===== src/rtl/memory_stage.sv =====
// Memory (M) pipeline stage: issues RV32I loads/stores on a req/ack data bus,
// stalls execute while an access is outstanding, and registers the
// completed instruction with aligned load data for writeback.
module memory_stage #(
  parameter int TIMEOUT_CYC = 16,
  parameter int CNT_W       = 8
) (
  input  logic        clk,
  input  logic        rst_n,
  input  logic        valid_x,
  input  logic [31:0] PC_x,
  input  logic [31:0] inst_x,
  input  logic [31:0] alu_x,
  input  logic [31:0] rs2_x,
  output logic        stall_x,
  output logic        dmem_req,
  output logic        dmem_we,
  output logic [31:0] dmem_addr,
  output logic [3:0]  dmem_be,
  output logic [31:0] dmem_wdata,
  input  logic        dmem_ack,
  input  logic [31:0] dmem_rdata,
  output logic        valid_m,
  output logic [31:0] PC_m,
  output logic [31:0] inst_m,
  output logic [31:0] alu_m,
  output logic [31:0] load_m,
  output logic [1:0]  exc_m
);

  typedef enum logic {IDLE, ACCESS} state_t;

  localparam logic [6:0]       OP_LOAD  = 7'b0000011;
  localparam logic [6:0]       OP_STORE = 7'b0100011;
  localparam bit               TO_EN    = (TIMEOUT_CYC > 0);
  localparam logic [CNT_W-1:0] CNT_LAST = TO_EN ? CNT_W'(TIMEOUT_CYC - 1) : '0;

  state_t           state, state_nxt;
  logic [CNT_W-1:0] cnt;
  logic             stall_c;

  logic [6:0]  opcode;
  logic [2:0]  funct3;
  logic        is_load, is_store, is_mem;
  logic        illegal, misaligned, mem_go;
  logic        timeout_hit, complete;
  logic [1:0]  pt_exc;
  logic [3:0]  be_nxt;
  logic [31:0] wdata_nxt;
  logic [7:0]  ld_byte;
  logic [15:0] ld_half;
  logic [31:0] load_data;

  assign opcode   = inst_x[6:0];
  assign funct3   = inst_x[14:12];
  assign is_load  = (opcode == OP_LOAD);
  assign is_store = (opcode == OP_STORE);
  assign is_mem   = is_load || is_store;

  assign illegal = (is_load  && (funct3 == 3'b011 || funct3[2:1] == 2'b11)) ||
                   (is_store && (funct3[2] || funct3 == 3'b011));

  assign misaligned = is_mem &&
                      ((funct3[1:0] == 2'b10 && alu_x[1:0] != 2'b00) ||
                       (funct3[1:0] == 2'b01 && alu_x[0]));

  assign mem_go = valid_x && is_mem && !illegal && !misaligned;

  // Exception code for instructions that bypass the bus; illegal outranks misaligned.
  assign pt_exc = !valid_x   ? 2'b00 :
                  illegal    ? 2'b11 :
                  misaligned ? 2'b01 : 2'b00;

  assign timeout_hit = TO_EN && (cnt == CNT_LAST);
  assign complete    = (state == ACCESS) && (dmem_ack || timeout_hit);

  // A held-in-reset stage never asks execute to wait.
  assign stall_x = rst_n && stall_c;

  // Store byte lanes and lane-replicated write data; loads read the full word.
  always_comb begin
    be_nxt    = 4'b1111;
    wdata_nxt = '0;
    if (is_store) begin
      case (funct3[1:0])
        2'b00: begin
          be_nxt    = 4'b0001 << alu_x[1:0];
          wdata_nxt = {4{rs2_x[7:0]}};
        end
        2'b01: begin
          be_nxt    = alu_x[1] ? 4'b1100 : 4'b0011;
          wdata_nxt = {2{rs2_x[15:0]}};
        end
        default: begin
          be_nxt    = 4'b1111;
          wdata_nxt = rs2_x;
        end
      endcase
    end
  end

  // Pick the addressed byte/half out of the read word and extend it.
  always_comb begin
    ld_byte   = dmem_rdata[7:0];
    ld_half   = alu_x[1] ? dmem_rdata[31:16] : dmem_rdata[15:0];
    load_data = dmem_rdata;
    case (alu_x[1:0])
      2'b00:   ld_byte = dmem_rdata[7:0];
      2'b01:   ld_byte = dmem_rdata[15:8];
      2'b10:   ld_byte = dmem_rdata[23:16];
      default: ld_byte = dmem_rdata[31:24];
    endcase
    case (funct3)
      3'b000:  load_data = {{24{ld_byte[7]}}, ld_byte};
      3'b100:  load_data = {24'b0, ld_byte};
      3'b001:  load_data = {{16{ld_half[15]}}, ld_half};
      3'b101:  load_data = {16'b0, ld_half};
      default: load_data = dmem_rdata;
    endcase
  end

  // Next-state and stall: stall while launching an access and until it completes.
  always_comb begin
    state_nxt = state;
    stall_c   = 1'b0;
    case (state)
      IDLE: begin
        if (mem_go) begin
          state_nxt = ACCESS;
          stall_c   = 1'b1;
        end
      end
      ACCESS: begin
        if (complete) begin
          state_nxt = IDLE;
        end else begin
          stall_c = 1'b1;
        end
      end
      default: state_nxt = IDLE;
    endcase
  end

  // State register and access-age counter (restarts every time we sit in IDLE).
  always_ff @(posedge clk or negedge rst_n) begin
    if (!rst_n) begin
      state <= IDLE;
      cnt   <= '0;
    end else begin
      state <= state_nxt;
      if (state == IDLE) cnt <= '0;
      else               cnt <= cnt + 1'b1;
    end
  end

  // Bus request registers: loaded on launch, held until completion drops req.
  always_ff @(posedge clk or negedge rst_n) begin
    if (!rst_n) begin
      dmem_req   <= 1'b0;
      dmem_we    <= 1'b0;
      dmem_addr  <= '0;
      dmem_be    <= '0;
      dmem_wdata <= '0;
    end else if (state == IDLE && mem_go) begin
      dmem_req   <= 1'b1;
      dmem_we    <= is_store;
      dmem_addr  <= {alu_x[31:2], 2'b00};
      dmem_be    <= be_nxt;
      dmem_wdata <= wdata_nxt;
    end else if (complete) begin
      dmem_req <= 1'b0;
    end
  end

  // M pipeline register: pass-through, completed access, or bubble while stalled.
  always_ff @(posedge clk or negedge rst_n) begin
    if (!rst_n) begin
      valid_m <= 1'b0;
      PC_m    <= '0;
      inst_m  <= '0;
      alu_m   <= '0;
      load_m  <= '0;
      exc_m   <= 2'b00;
    end else if (state == IDLE && !mem_go) begin
      valid_m <= valid_x;
      PC_m    <= PC_x;
      inst_m  <= inst_x;
      alu_m   <= alu_x;
      load_m  <= '0;
      exc_m   <= pt_exc;
    end else if (complete) begin
      valid_m <= 1'b1;
      PC_m    <= PC_x;
      inst_m  <= inst_x;
      alu_m   <= alu_x;
      load_m  <= (dmem_ack && is_load) ? load_data : '0;
      exc_m   <= dmem_ack ? 2'b00 : 2'b10;
    end else begin
      valid_m <= 1'b0;
      load_m  <= '0;
      exc_m   <= 2'b00;
    end
  end

endmodule


===== config.mk =====
export PLATFORM = sky130hd
export DESIGN_NAME = memory_stage
export DESIGN_NICKNAME = d
export VERILOG_FILES = /design/src/rtl/memory_stage.sv
export SDC_FILE = /design/constraint.sdc
export NUM_CORES = 1
export LEC_CHECK = 0
export ABC_AREA = 1
export CORE_ASPECT_RATIO = 0.9
export CORE_MARGIN = 4
export CORE_UTILIZATION = 47
export CTS_CLUSTER_DIAMETER = 80
export DETAILED_ROUTE_END_ITERATION = 6
export GPL_ROUTABILITY_DRIVEN = 0
export PLACE_DENSITY = 0.86
export SYNTH_ARGS = -nofsm -noshare
export SYNTH_HDL_FRONTEND = slang
export SYNTH_SLANG_ARGS = --single-unit

===== constraint.sdc =====
create_clock -name clk -period 3.9 [get_ports clk]
set_clock_uncertainty 0.05 [all_clocks]
set_input_delay 0.78 -clock clk [delete_from_list [all_inputs] [get_ports clk]]
set_output_delay 0.78 -clock clk [all_outputs]
set_load 0.01 [all_outputs]

After elaboration in Yosys (flattened, before gate mapping)
Cells that the tools add are included.
Widths: inputs -> output; s select.
{"block": "classes", "n_addsub": 1, "mul": 0, "div_mod_pow": 0, "order_cmp": 0, "eq_ne": 12, "n_shift": 1, "muxes": 31, "bitwise_logic": 1, "reduce_logical": 28}
{"operator": "$mux 32", "count": 10}
{"operator": "$pmux 32 s4", "count": 1}
{"operator": "$pmux 32 s2", "count": 1}
{"operator": "$pmux 8 s3", "count": 1}
{"operator": "$mux 16", "count": 1}
{"operator": "$logic_and 1x1->1", "count": 13}
{"operator": "$mux 2", "count": 5}
{"operator": "$add 8x1->8 const B", "count": 1}
{"operator": "$eq 8x4->1 const B", "count": 1}
{"operator": "$mux 4", "count": 2}
{"operator": "$mux 8", "count": 1}
{"operator": "$pmux 4 s2", "count": 1}
{"operator": "$eq 7x2->1 const B", "count": 1}
{"operator": "$eq 7x6->1 const B", "count": 1}
{"operator": "$mux 1", "count": 7}
{"operator": "$eq 2x2->1 const B", "count": 3}
{"operator": "$eq 3x3->1 const B", "count": 2}
{"operator": "$logic_or 1x1->1", "count": 6}
{"operator": "$reduce_bool 2->1", "count": 3}
{"operator": "$eq 2x1->1 const B", "count": 2}
{"operator": "$logic_not 2->1", "count": 2}
{"operator": "$shl 1x2->4 const A", "count": 1}
{"operator": "$eq 3x1->1 const B", "count": 1}
{"operator": "$eq 3x2->1 const B", "count": 1}
{"operator": "4 further kinds", "count": 6}
{"block": "totals", "regBits": 208, "latch_bits": 0, "ramBits": 0, "romBits": 0, "in_bits": 164, "out_inout_bits": 202, "word_cells": 87, "memories": 0}

Logic depth before layout (Yosys ltp)
Gate-level depths: netlist of run 1.
{"block": "depth", "depth_word": 10, "ltp_mapped": 11, "ltp_nobuf": 9}

Least setup slack after synthesis of run 1
Ideal clock, no wire load.
{"block": "synth_path", "path_kind": "input to output", "from": "in inst_x[4]", "to": "out stall_x", "arrival_time_ns": 1.783, "t_required_ns": 3.070, "path_slack_ns": 1.287, "cell_stages": 8, "path_buffers": 1, "cell_sequence": "nor2_1 > nand3_1 > nor2_1 > inv_1 > nor2_1 > nand3_2 > buf_6 > a21boi_0"}
{"block": "synth_via", "elab_chain_cells": 9, "word_cells_on_any_way": 15, "classes_between": "eq/ne: 2; mux: 2; reduce/logical: 11"}
{"item": "start: declaration", "line": "12", "rtl": "input logic [31:0] inst_x,"}
{"item": "$eq 7x2->1 or $eq 7x6->1 (tied branches)", "line": "56, 57"}
{"item": "$logic_and 1x1->1, on equally long branches", "line": "60, 61"}
{"item": "$logic_or 1x1->1", "line": "60", "rtl": "assign illegal = (is_load && (funct3 == 3'b011 || funct3[2:1] == 2'b11)) ||"}
{"item": "$logic_not 1->1", "line": "67", "rtl": "assign mem_go = valid_x && is_mem && !illegal && !misaligned;"}
{"item": "$logic_and 1x1->1", "line": "67"}
{"item": "$logic_and 1x1->1 *", "line": "67"}
{"item": "$mux 1 *", "line": "128", "rtl": "if (mem_go) begin"}
{"item": "$pmux 1 s2 *", "line": "126", "rtl": "case (state)"}
{"item": "$logic_and 1x1->1 *", "line": "78", "rtl": "assign stall_x = rst_n && stall_c;"}
{"item": "end: declaration", "line": "15", "rtl": "output logic stall_x,"}
Every way passes the cells marked *; elsewhere a longest branch is shown, timed or not.

Worst setup path after layout of run 1
{"block": "layout_path", "from": "in inst_x[12]", "to": "out stall_x"}
{"block": "layout_via", "elab_chain_cells": 10, "word_cells_on_any_way": 19, "classes_between": "eq/ne: 3; mux: 2; reduce/logical: 14"}
{"item": "$eq 3x2->1", "line": "60, 61"}
{"item": "$logic_or 1x1->1, on equally long branches", "line": "60, 61"}
{"item": "$logic_and 1x1->1, on equally long branches", "line": "60, 61"}
{"item": "$logic_or 1x1->1", "line": "60"}
{"item": "$logic_not 1->1", "line": "67"}
{"item": "$logic_and 1x1->1", "line": "67"}
{"item": "$logic_and 1x1->1 *", "line": "67"}
{"item": "$mux 1 *", "line": "128"}
{"item": "$pmux 1 s2 *", "line": "126"}
{"item": "$logic_and 1x1->1 *", "line": "78"}
Marked as above.

==> results.env, run 1 <==
FINAL_HOLD_VIOL_COUNT=0
TIMING.CRITICAL_PATH.SLOWEST_CELL_DELAY_NS=0.60
CRITICAL_PATH.ENDPOINT='stall_x'
DR_TOTAL_VIAS=9098
CLK_PATH_BUF_DEPTH=3
MAXIMUM_CAPACITANCE_VIOLATIONS=0
MAX_SLEW.WORST_PIN.SLEW_NS=1.08
END_KIND='output port'
REGTOREGSTARTPOINT='cnt[0]'
CRITICAL_PATH.STARTPOINT='inst_x[12]'
SYN_AVG_CELL_AREA_UM2=8.59
NUMCTSBUFFERS=23
FINISH.NET_COUNT=1566
CTS-ROOT-BUF='sky130_fd_sc_hd__clkbuf_16'
CRIT_TYPE='in2out'
GLOBALROUTETOTALUTIL=0.274
POWER.DENSITY_nW_PER_UM2=472
SYNTH.DISTINCT_CELLS=35
DIE_HEIGHT_UM=141
CRIT_PATH_MAX_FANOUT=5
WORSTPATHARRIVAL_NS=2.87
HOLD_BUFFERS=0
POST_ROUTE_CELLS_DRIVE_ABOVE_1_SHARE=0.0508
TRITONCTS_NUM_SINKS=208
CRITICAL_PATH.MOST_COMMON_CELL='sky130_fd_sc_hd__clkdlybuf4s50_1'
POWER.IR.VDD_WORST_mV=0.328
CP_TOP_FAMILY='buffers and inverters'
SETUP.WORST_PATH.START_CLASS='input pin'
AVGVIACOUNTPERCELL=5.46
WORSTSKEWPAIRLATENCY_NS=0.51
YS.WARNINGS.COUNT=0
FINAL_ANTENNA_NET_COUNT=0
GRT_START_MAX_NET_PINS=201
DR.PASS1.ITERS=5
POWER.STATIC_LEAKAGE_uW=0.00639
TRITONCTS_CLOCK_TREE='built'
POST-CTS-SETUP-BUFFER-COUNT=0
INITIAL_ANTENNA_VIOLATION_COUNT=0
POST_CTS_RESIZED=0
RELSLEWSLACK=0.280
FINALWIRELENGTH_MM=30.9
NETLIST_INSTANCES=1068
DPL_CELL_AREA_UM2=12900
NUMBER_OF_ANTENNA_DIODES=0
PLACEMENTROWS=48
FINAL.SETUP.WORST_SLACK_NS=0.201
MAX_FREQ_GHz=0.270
GRT_FIRST_PASS_WIRELENGTH_MM=48.5
INITIAL_CORE_UTIL=0.479
PERIOD_MINUS_SLACK_NS=3.70
R2R_END='inst_m[31]'
TIMING.REG2REG.WORST_PATH_DEPTH=8
CHIP_WIDTH_UM=155
POST_LAYOUT_NONFILLER_INSTANCES=1666
STATUS='finished, final reports clean'
DRC=0
FLOW.AREA_GROWTH_FROM_SYNTHESIS_PCT=49.3
DP_CELLS=1626
CP.REQUIRED_NS=3.07
MOST_AREA_HUNGRY_CELL_TYPE_IN_THE_YOSYS_NETLIST='sky130_fd_sc_hd__dfrtp_1'
SLEW_VIOL_FINAL=0
FINALSETUPTNS_NS=0
PLACEMENT.SETUP.WORST_SLACK_NS=0.212
CPMAXSTAGEDELAYCELL='sky130_fd_sc_hd__clkdlybuf4s50_1'
DETAIL_ROUTE.WL_PER_CELL_UM=18.5
CONGESTION_OVERFLOW_GR=0
DESIGN.CORE.AREA_UM2=19200
POST_SYNTH_INSTANCE_AREA_UM2=9170
GRT_SETUP_UNREPAIRED='no'
DIEAREA_UM2=21800
H-TREE-DEPTH=1
IO_PORT_BUFS=363
FINAL_CELL_AREA_UM2=13700
WORSTPATHBUFFERINVERTERCOUNT=3
DETAILEDROUTE.FIRSTITERATIONVIOLATIONS=650
SYNTH_AREA_LEADERS='sky130_fd_sc_hd__dfrtp_1, sky130_fd_sc_hd__nand3_1, sky130_fd_sc_hd__nand2_1, sky130_fd_sc_hd__nor2_1, sky130_fd_sc_hd__inv_1'
YOSYSSEQAREASHARE=0.567
R2R_SETUP_SLACK_NS=1.33
NETLIST.AREA_LEADER.SHARE=0.567
TIMING.CRITICAL_PATH.CELLS='clkdlybuf4s50_1 -> inv_2 -> a21oi_1 -> nand3_1 -> nand2_1 -> nor2_1 -> nand3_4 -> a21boi_0 -> clkdlybuf4s50_1'
WORST_SETUP_HOLD_PATH_CLK_SLEW_NS=0.06
LAYOUT_WORST_PATH_CYCLE_SHARE=0.948
HOLD_PATH.CLASS='in2async'
IOPINCOUNT=366
NUMBER_OF_GLOBAL_ROUTE_VIAS_BEFORE_REPAIR=9058
SETUP_VIOL=0
CRITICAL_PATH_CELL_COUNT=9
YS_FF_LATCH=208
HPWL_MM=21.0
==> layout by cell type, fill, tap and decap left out, types with 23 or more instances in the layout <==
cell                                n
sky130_fd_sc_hd__nor2_1            76
sky130_fd_sc_hd__o21ai_1           45
sky130_fd_sc_hd__inv_1             64
sky130_fd_sc_hd__o21ai_0           44
sky130_fd_sc_hd__clkdlybuf4s50_1  362
sky130_fd_sc_hd__nand2_1          265
sky130_fd_sc_hd__dfrtp_1          208
sky130_fd_sc_hd__o211ai_1          27
sky130_fd_sc_hd__clkbuf_16         23
sky130_fd_sc_hd__nand3_1          212
==> worst min-delay path by stage <==
stage,startpoint,endpoint,cells after the start
2_1_floorplan,cnt[0],cnt[0],1
3_3_place_gp,cnt[0],cnt[0],1
3_5_place_dp,cnt[0],cnt[0],1
4_1_cts,rst_n,load_m[27],2
5_1_grt,rst_n,load_m[27],2
6_report,rst_n,load_m[27],2
==> where the power goes <==
group	total, uW	internal [uW]	switching [uW]	leakage [uW]
logic	1650	823	829	0.00335
registers	2620	2440	176	0.00267
clock network	2200	1340	856	0.000369
total	6470	4610	1860	0.00639
==> layer usage <==
| layer | track usage | up-vias | wire length (um) |
|---|---|---|---|
| met2 | 0.446 | 486 | 14900 |
| met5 | 0 | - | 0 |
| met1 | 0.352 | 4338 | 11700 |
| met4 | 0.129 | 0 | 1610 |
| li1 | - | 4182 | - |
| met3 | 0.0562 | 92 | 2630 |
==> metrics by stage <==
stage / utilization / total power, uW / hold WS [ns]
final: 0.715 / 6470 / 0.344
after global routing: 0.715 / 6770 / 0.396
after CTS: 0.715 / 6520 / 0.359
after detailed placement: 0.676 / 4300 / 0.405
after global placement: 0.676 / 4260 / 0.401
after floorplan: - / 3290 / 0.383
==> synthesized netlist by cell type <==
library cell / number
sky130_fd_sc_hd__nor3_1: 3
sky130_fd_sc_hd__inv_1: 64
sky130_fd_sc_hd__a211oi_1: 1
sky130_fd_sc_hd__clkbuf_1: 27
sky130_fd_sc_hd__nor2_4: 1
sky130_fd_sc_hd__dfrtp_1: 208
sky130_fd_sc_hd__a32oi_1: 1
sky130_fd_sc_hd__o21ai_0: 44
sky130_fd_sc_hd__nand2_1: 265
sky130_fd_sc_hd__nor3b_2: 1
sky130_fd_sc_hd__nand3_2: 3
sky130_fd_sc_hd__nand3b_1: 1
sky130_fd_sc_hd__or2_2: 1
sky130_fd_sc_hd__conb_1: 1
sky130_fd_sc_hd__o21ai_1: 45
sky130_fd_sc_hd__a21oi_1: 8
sky130_fd_sc_hd__nor2_2: 3
sky130_fd_sc_hd__nand2_2: 5
sky130_fd_sc_hd__buf_1: 9
sky130_fd_sc_hd__nand3_1: 212
sky130_fd_sc_hd__a21oi_4: 1
sky130_fd_sc_hd__nand4_1: 3
sky130_fd_sc_hd__clkbuf_2: 1
sky130_fd_sc_hd__buf_6: 2
sky130_fd_sc_hd__a31oi_1: 6
sky130_fd_sc_hd__a22oi_1: 5
sky130_fd_sc_hd__o22ai_1: 1
sky130_fd_sc_hd__ha_1: 1
sky130_fd_sc_hd__buf_4: 16
sky130_fd_sc_hd__buf_2: 20
sky130_fd_sc_hd__nand4_2: 1
sky130_fd_sc_hd__inv_2: 4
sky130_fd_sc_hd__o211ai_1: 27
sky130_fd_sc_hd__nor2_1: 76
sky130_fd_sc_hd__a21boi_0: 1
==> layout make-up <==
type / instances / area [um^2]
clock buffers: 34 / 647
flip-flops and latches: 208 / 5200
inverters: 68 / 255
fillers: 1432 / 5460
clock inverters: 6 / 109
repair buffers: 382 / 3820
well taps: 250 / 313
multi-input cells: 718 / 3350
==> kinds of logic (layout without fill, tap and decap cells) <==
kind of cell | count (synthesis) | after routing | synth area share
other | 1 | 2 | 0.000409
buffers and inverters | 143 | 490 | 0.0696
AOI/OAI and AO/OA | 140 | 140 | 0.0882
and+or+nand+nor | 575 | 575 | 0.273
DFF | 208 | 208 | 0.567
adders and majority gates | 1 | 1 | 0.00136
==> sequential cells by signal, indices dropped and copies added (netlist names) <==
register and cells:
PC_m 32, dmem_req 1, dmem_be 4, valid_m 1
dmem_wdata 32, cnt 8, state 1, dmem_addr 30
load_m 32, alu_m 32, dmem_we 1, inst_m 32
exc_m 2
Note: power is estimated with default switching activity, not from simulation.
==> inputs of run 2 (changes only) <==
- PLACE_DENSITY: 0.86 -> 0.95
==> results.env, run 2 (synthesis gave the netlist of run 1 again) <==
AVGVIACOUNTPERCELL=5.64  # +3.3%
FINAL_HOLD_VIOL_COUNT=0  # unchanged
VIOLATIONS='design-rule violations'
GRT_SETUP_UNREPAIRED='no'
DP_CELLS=1626  # unchanged
CTS-ROOT-BUF='sky130_fd_sc_hd__clkbuf_16'
CRIT_TYPE='in2out'
GRT_START_MAX_NET_PINS=201  # unchanged
DRC=2  # +2
DETAILEDROUTE.FIRSTITERATIONVIOLATIONS=1038  # +60%
DIEAREA_UM2=21800  # unchanged
STATUS='finished with violations'
POWER.STATIC_LEAKAGE_uW=0.00641  # +0.34%
SLEW_VIOL_FINAL=0  # unchanged
NUMCTSBUFFERS=23  # unchanged
CRIT_PATH_MAX_FANOUT=3  # -2
HOLD_BUFFERS=0  # unchanged
CP.REQUIRED_NS=3.07  # about the same
IO_PORT_BUFS=363  # unchanged
GRT_FIRST_PASS_WIRELENGTH_MM=51.2  # +5.5%
CLK_PATH_BUF_DEPTH=3  # unchanged
LAYOUT_WORST_PATH_CYCLE_SHARE=0.889  # -0.0590
CHIP_WIDTH_UM=155  # unchanged
POST-CTS-SETUP-BUFFER-COUNT=0  # unchanged
REGTOREGSTARTPOINT='cnt[0]'
NUMBER_OF_ANTENNA_DIODES=0  # unchanged
POWER.DENSITY_nW_PER_UM2=472  # about the same
POST_LAYOUT_NONFILLER_INSTANCES=1667  # +0.060%
PLACEMENT.SETUP.WORST_SLACK_NS=0.0255  # -0.187 ns
HPWL_MM=22.0  # +4.6%
LAYOUT_COMMONEST_CELL='sky130_fd_sc_hd__clkdlybuf4s50_1'
POWER.IR.VDD_WORST_mV=0.367  # +12%
SETUP.WORST_PATH.START_CLASS='input pin'
LAYOUT.CELLS.MOST_COMMON_LIST='sky130_fd_sc_hd__clkdlybuf4s50_1, sky130_fd_sc_hd__nand2_1, sky130_fd_sc_hd__nand3_1, sky130_fd_sc_hd__dfrtp_1, sky130_fd_sc_hd__nor2_1'
TRITONCTS_NUM_SINKS=208  # unchanged
MAX_FREQ_GHz=0.288  # +6.6%
FINAL_ANTENNA_NET_COUNT=0  # unchanged
DETAIL_ROUTE.WL_PER_CELL_UM=19.5  # +5.2%
FINISH.NET_COUNT=1566  # unchanged
CONGESTION_OVERFLOW_GR=0  # unchanged
MAXIMUM_CAPACITANCE_VIOLATIONS=0  # unchanged
END_KIND='output port'
PERIOD_MINUS_SLACK_NS=3.47  # -0.230 ns
POST_ROUTE_CELLS_DRIVE_ABOVE_1_SHARE=0.0550  # +0.00420
DPL_CELL_AREA_UM2=12900  # about the same
FLOW.AREA_GROWTH_FROM_SYNTHESIS_PCT=49.4  # about the same
WORST_SETUP_HOLD_PATH_CLK_SLEW_NS=0.07  # about the same
DIE_HEIGHT_UM=141  # unchanged
FINAL.SETUP.WORST_SLACK_NS=0.431  # +0.230 ns
FINAL_CELL_AREA_UM2=13700  # about the same
INITIAL_ANTENNA_VIOLATION_COUNT=0  # unchanged
WORSTPATHARRIVAL_NS=2.64  # -0.23 ns
TRITONCTS_CLOCK_TREE='built'
HOLD_PATH.CLASS='in2async'
H-TREE-DEPTH=1  # unchanged
FINALWIRELENGTH_MM=32.5  # +5.3%
FINALSETUPTNS_NS=0  # unchanged
IOPINCOUNT=366  # unchanged
SETUP_VIOL=0  # unchanged
INITIAL_CORE_UTIL=0.479  # unchanged
GLOBALROUTETOTALUTIL=0.291  # +0.0178
PLACEMENTROWS=48  # unchanged
DESIGN.CORE.AREA_UM2=19200  # unchanged
DR.PASS1.ITERS=7  # +2
RELSLEWSLACK=0.245  # -0.0348
MAX_SLEW.WORST_PIN.SLEW_NS=1.13  # +0.0522 ns
CRITICAL_PATH.STARTPOINT='inst_x[4]'
DR_TOTAL_VIAS=9401  # +3.3%
WORSTSKEWPAIRLATENCY_NS=0.50  # about the same
NUMBER_OF_GLOBAL_ROUTE_VIAS_BEFORE_REPAIR=9453  # +4.4%
## run 2: changes by cell type in the layout (fill, tap and decap cells not counted), sizes merged
cell | before | now
clkinv | 2 | 5
dlymetal6s2s | 0 | 1
clkdlybuf4s50 | 362 | 361
clkbuf | 35 | 34
bufinv | 3 | 1
clkinvlp | 0 | 1
## run 2: area by class of cell
| cell class | instances | area [um^2] |
|---|---|---|
| tap | 250 | 313 |
| fill | 1325 | 5460 |
| multi-input combinational | 718 | 3350 |
| timing repair buffer | 382 | 3810 |
| clock buffer | 33 | 683 |
| sequential | 208 | 5200 |
| clock inverter | 8 | 86.3 |
| inverter | 68 | 255 |
## run 2: routing by layer
metal  vias to the layer above  wire length [um]  global-route usage
met5                         -                 0                   0
met4                         0              1790               0.121
met3                       133              3410              0.0717
met2                       617             15600               0.487
met1                      4448             11700               0.364
li1                       4203                 -                   -
## run 2: per-stage QoR
| step | hold WS [ns] | util | power (uW) |
|---|---|---|---|
| CTS | 0.158 | 0.715 | 6520 |
| detailed placement | 0.406 | 0.675 | 4320 |
| finish | 0.154 | 0.715 | 6470 |
| global route | 0.170 | 0.715 | 6770 |
| global placement | 0.399 | 0.675 | 4260 |
| floorplan | 0.383 | - | 3290 |
## run 2: power by group
group,leakage [uW],internal (uW),switching [uW],total [uW]
sequential,0.00267,2440,185,2630
combinational,0.00336,819,849,1670
clock,0.000379,1290,881,2170
total,0.00641,4550,1910,6470
## run 2: worst paths after layout
check	slack, ns	cells after the start	end
worst max-delay path	0.43	9	stall_x
min in group clk	0.42	1	cnt[0]
max in group asynchronous	1.74	3	inst_m[5]
worst min register to register	0.42	1	cnt[0]
worst min-delay path	0.15	1	load_m[19]
worst max register to register	1.27	8	alu_m[17]
## run 2: worst max-delay path, stage by stage
cell and delay [ns]:
sky130_fd_sc_hd__clkdlybuf4s50_1 0.43, sky130_fd_sc_hd__nor2_1 0.23, sky130_fd_sc_hd__nand3_1 0.13, sky130_fd_sc_hd__nor2_1 0.19, sky130_fd_sc_hd__inv_1 0.06, sky130_fd_sc_hd__nor2_1 0.19
sky130_fd_sc_hd__nand3_4 0.10, sky130_fd_sc_hd__a21boi_0 0.23, sky130_fd_sc_hd__dlymetal6s2s_1 0.28
## run 2: timing repair
action	4_1_cts	5_1_grt
hold endpoints to repair	0	0
endpoints found under the setup margin	0	1
resized for setup	0	1
==> inputs of run 3 (changes only) <==
- ABC_AREA: 1 -> not set
- REMOVE_ABC_BUFFERS: not set -> 1
==> results.env, run 3 <==
SLEW_VIOL_FINAL=0  # unchanged
TRITONCTS_CLOCK_TREE='built'
TRITONCTS_NUM_SINKS=208  # unchanged
FINALWIRELENGTH_MM=28.5  # -12%
DETAILEDROUTE.FIRSTITERATIONVIOLATIONS=512  # -51%
NUMCTSBUFFERS=22  # -4.3%
POWER.IR.VDD_WORST_mV=0.300  # -18%
FINAL_HOLD_VIOL_COUNT=0  # unchanged
WORST_SETUP_HOLD_PATH_CLK_SLEW_NS=0.06  # about the same
CLK_PATH_BUF_DEPTH=3  # unchanged
END_KIND='output port'
FIN_HOLD_WS_NS=0.135  # -0.0197 ns
CTS-ROOT-BUF='sky130_fd_sc_hd__clkbuf_16'
CRIT_TYPE='in2out'
DIEAREA_UM2=21300  # -2.6%
YS_FF_LATCH=208  # unchanged
POWER.DENSITY_nW_PER_UM2=365  # -23%
REGTOREGSTARTPOINT='state'
TIMING.REG2REG.WORST_PATH_DEPTH=5  # -3
FINAL_ANTENNA_NET_COUNT=0  # unchanged
IOPINCOUNT=366  # unchanged
NUMBER_OF_GLOBAL_ROUTE_VIAS_BEFORE_REPAIR=7447  # -21%
R2R_END='dmem_addr[25]'
MAXIMUM_CAPACITANCE_VIOLATIONS=0  # unchanged
MAX_SLEW.WORST_PIN.SLEW_NS=0.945  # -0.187 ns
PLACEMENTROWS=47  # -2.1%
SYN_AVG_CELL_AREA_UM2=13.0  # +52%
SYNTH_ENABLE_FLOP_CELLS=0  # unchanged
MULTI_INPUT_COMB_AREA_UM2=3470  # +3.4%
DR_TOTAL_VIAS=6972  # -26%
IO_PORT_BUFS=363  # unchanged
SYNTH_AREA_LEADERS='sky130_fd_sc_hd__dfrtp_1, sky130_fd_sc_hd__mux2_4, sky130_fd_sc_hd__mux2_1, sky130_fd_sc_hd__nand2_1, sky130_fd_sc_hd__mux2i_1'
YOSYSSEQAREASHARE=0.583  # +0.0160
DR.PASS1.ITERS=5  # -2
HPWL_MM=20.9  # -5.2%
POWER.SWITCHING_uW=1130  # -41%
GRT_START_MAX_NET_PINS=85  # -58%
HOLD_PATH.CLASS='in2async'
SETUP.WORST_PATH.START_CLASS='input pin'
RELSLEWSLACK=0.370  # +0.125
DESIGN.CORE.AREA_UM2=18500  # -3.3%
FINISH.NET_COUNT=1205  # -23%
FLOW.AREA_GROWTH_FROM_SYNTHESIS_PCT=50.6
FINALSETUPTNS_NS=0  # unchanged
DRC=0  # -2
CLKPWRFRAC=0.400  # +0.064
NETLIST.AREA_LEADER.SHARE=0.583  # +0.0160
REGAREA_UM2=5200  # unchanged
LAYOUT_WORST_PATH_CYCLE_SHARE=0.946  # +0.0570
CELLINTERNALPOWER_uW=3780  # -17%
H-TREE-DEPTH=1  # unchanged
DETAIL_ROUTE.WL_PER_CELL_UM=22.0  # +13%
CP.REQUIRED_NS=3.07  # about the same
AVGVIACOUNTPERCELL=5.37  # -4.8%
PERIOD_MINUS_SLACK_NS=3.69  # +0.222 ns
CONGESTION_OVERFLOW_GR=0  # unchanged
POST_ROUTE_CELLS_DRIVE_ABOVE_1_SHARE=0.114  # +0.0589
GLOBALROUTETOTALUTIL=0.261  # -0.0305
YS_TOP_CELLS_BY_COUNT='sky130_fd_sc_hd__dfrtp_1, sky130_fd_sc_hd__nand2_1, sky130_fd_sc_hd__mux2_1'
FINAL_CELL_AREA_UM2=13400  # -2.0%
CHIP_WIDTH_UM=153  # -1.3%
SETUP_VIOL=0  # unchanged
DOMINANTREGCELLSYNTH='sky130_fd_sc_hd__dfrtp_1'
NETLIST_INSTANCES=685  # -36%
GRT_FIRST_PASS_WIRELENGTH_MM=44.3  # -13%
FILLERS=1213  # -8.5%
POST_CTS_RESIZED=0  # unchanged
POWER.STATIC_LEAKAGE_uW=0.00604  # -5.7%
INITIAL_ANTENNA_VIOLATION_COUNT=1  # +1
CRIT_PATH_MAX_FANOUT=5  # +2
LAYOUT_COMMONEST_CELL='sky130_fd_sc_hd__clkdlybuf4s50_1'
GRT_SETUP_UNREPAIRED='no'
SYNTH.DISTINCT_CELLS=49  # +40%
DPL_CELL_AREA_UM2=12800  # -1.3%
YOSYSMOSTFREQUENTCELL='sky130_fd_sc_hd__dfrtp_1'
INITIAL_CORE_UTIL=0.482  # +0.00282
SHARE_COMB_OF_TOTAL_POWER=0.134  # -0.124
SEQ_POWER_SHARE=0.466  # +0.060
YS.WARNINGS.COUNT=0  # unchanged
TOTAL_POWER_uW=4900  # -24%
MOST_AREA_HUNGRY_CELL_TYPE_IN_THE_YOSYS_NETLIST='sky130_fd_sc_hd__dfrtp_1'
WORSTSKEWPAIRLATENCY_NS=0.50  # about the same
POSTSYNTH.ASYNCRESETSHARE=1.00  # unchanged
WORSTPATHARRIVAL_NS=2.86  # +0.22 ns
STATUS='finished, final reports clean'
POST_SYNTH_INSTANCE_AREA_UM2=8920  # -2.7%
POWER_SWITCHING_SHARE=0.230  # -0.0665
DIE_HEIGHT_UM=139  # -1.3%
MAX_FREQ_GHz=0.271  # -6.0%
R2R_SETUP_SLACK_NS=1.36  # +0.09 ns
POST-CTS-SETUP-BUFFER-COUNT=0  # unchanged
LAYOUT.CELLS.MOST_COMMON_LIST='sky130_fd_sc_hd__clkdlybuf4s50_1, sky130_fd_sc_hd__dfrtp_1, sky130_fd_sc_hd__nand2_1, sky130_fd_sc_hd__mux2_1, sky130_fd_sc_hd__mux2_4'
HOLD_BUFFERS=0  # unchanged
==> run 3: changes by cell type in the layout (fill, tap and decap cells not counted), sizes merged, moves of 9 or more <==
cell    delta
o211ai    -27
nand3b     +9
o21ai     -62
and2       +9
a21oi     +20
mux2     +126
mux2i     +29
o31ai     +16
inv       -64
nor2      -66
nand2    -185
nand3    -210
==> run 3: worst max path at each step <==
stage	startpoint	slack, ns	to	cells past startpoint
after detailed placement	inst_x[14]	0.23	stall_x	7
final	inst_x[14]	0.21	stall_x	7
after global placement	inst_x[14]	0.24	stall_x	7
after CTS	inst_x[14]	0.22	stall_x	7
after floorplan	alu_x[0]	-6.01	stall_x	5
after global routing	inst_x[14]	0.10	stall_x	7
==> run 3: kinds of logic (layout without fill, tap and decap cells) <==
kind of cell | count (synthesis) | after routing | share of synthesized area
xor gates and xnor gates | 6 | 6 | 0.00589
adders and majority gates | 1 | 1 | 0.00140
muxes | 158 | 158 | 0.224
buffers and inverters | 54 | 421 | 0.0309
other | 1 | 3 | 0.000420
AOI/OAI and AO/OA | 103 | 103 | 0.0717
DFF | 208 | 208 | 0.583
and+or+nand+nor | 154 | 154 | 0.0820
==> run 3: power groups by stage <==
stage | Combinational [uW] | Sequential (uW) | Clock, uW
floorplan | 154 | 2350 | 0
global placement | 637 | 2310 | 0
detailed placement | 655 | 2320 | 0
CTS | 662 | 2280 | 2010
global route | 697 | 2290 | 2090
finish | 657 | 2280 | 1960
==> run 3: area by class of cell <==
class / count / area share
clock buffers: 36 / 0.0495
inverters: 5 / 0.00140
multi-input cells: 424 / 0.258
diodes: 1 / 0.000186
repair buffers: 379 / 0.280
clock inverters: 1 / 0.000373
well taps: 245 / 0.0228
flip-flops and latches: 208 / 0.387
==> run 3: through the flow <==
stage	utilization	std cells	worst slack, ns
after CTS	0.725	1298	0.216
after global routing	0.725	1299	0.103
after floorplan	-	637	-6.01
final	0.725	1299	0.209
after global placement	0.689	1261	0.236
after detailed placement	0.689	1261	0.229
==> run 3: layer usage <==
layer | wire length [um] | global-route usage | up-vias | share of wire
met5 | 0 | 0 | - | 0
met4 | 1170 | 0.0966 | 0 | 0.041
met3 | 2430 | 0.0702 | 79 | 0.085
met2 | 14300 | 0.451 | 371 | 0.50
met1 | 10700 | 0.314 | 3415 | 0.37
li1 | - | - | 3107 | -
==> run 3: worst max-delay path, stage by stage <==
cell	delay, ns
sky130_fd_sc_hd__clkdlybuf4s50_1	0.52
sky130_fd_sc_hd__nor4_2	0.46
sky130_fd_sc_hd__o2111ai_4	0.16
sky130_fd_sc_hd__and2_4	0.23
sky130_fd_sc_hd__inv_2	0.05
sky130_fd_sc_hd__and2_1	0.11
sky130_fd_sc_hd__clkdlybuf4s50_1	0.55
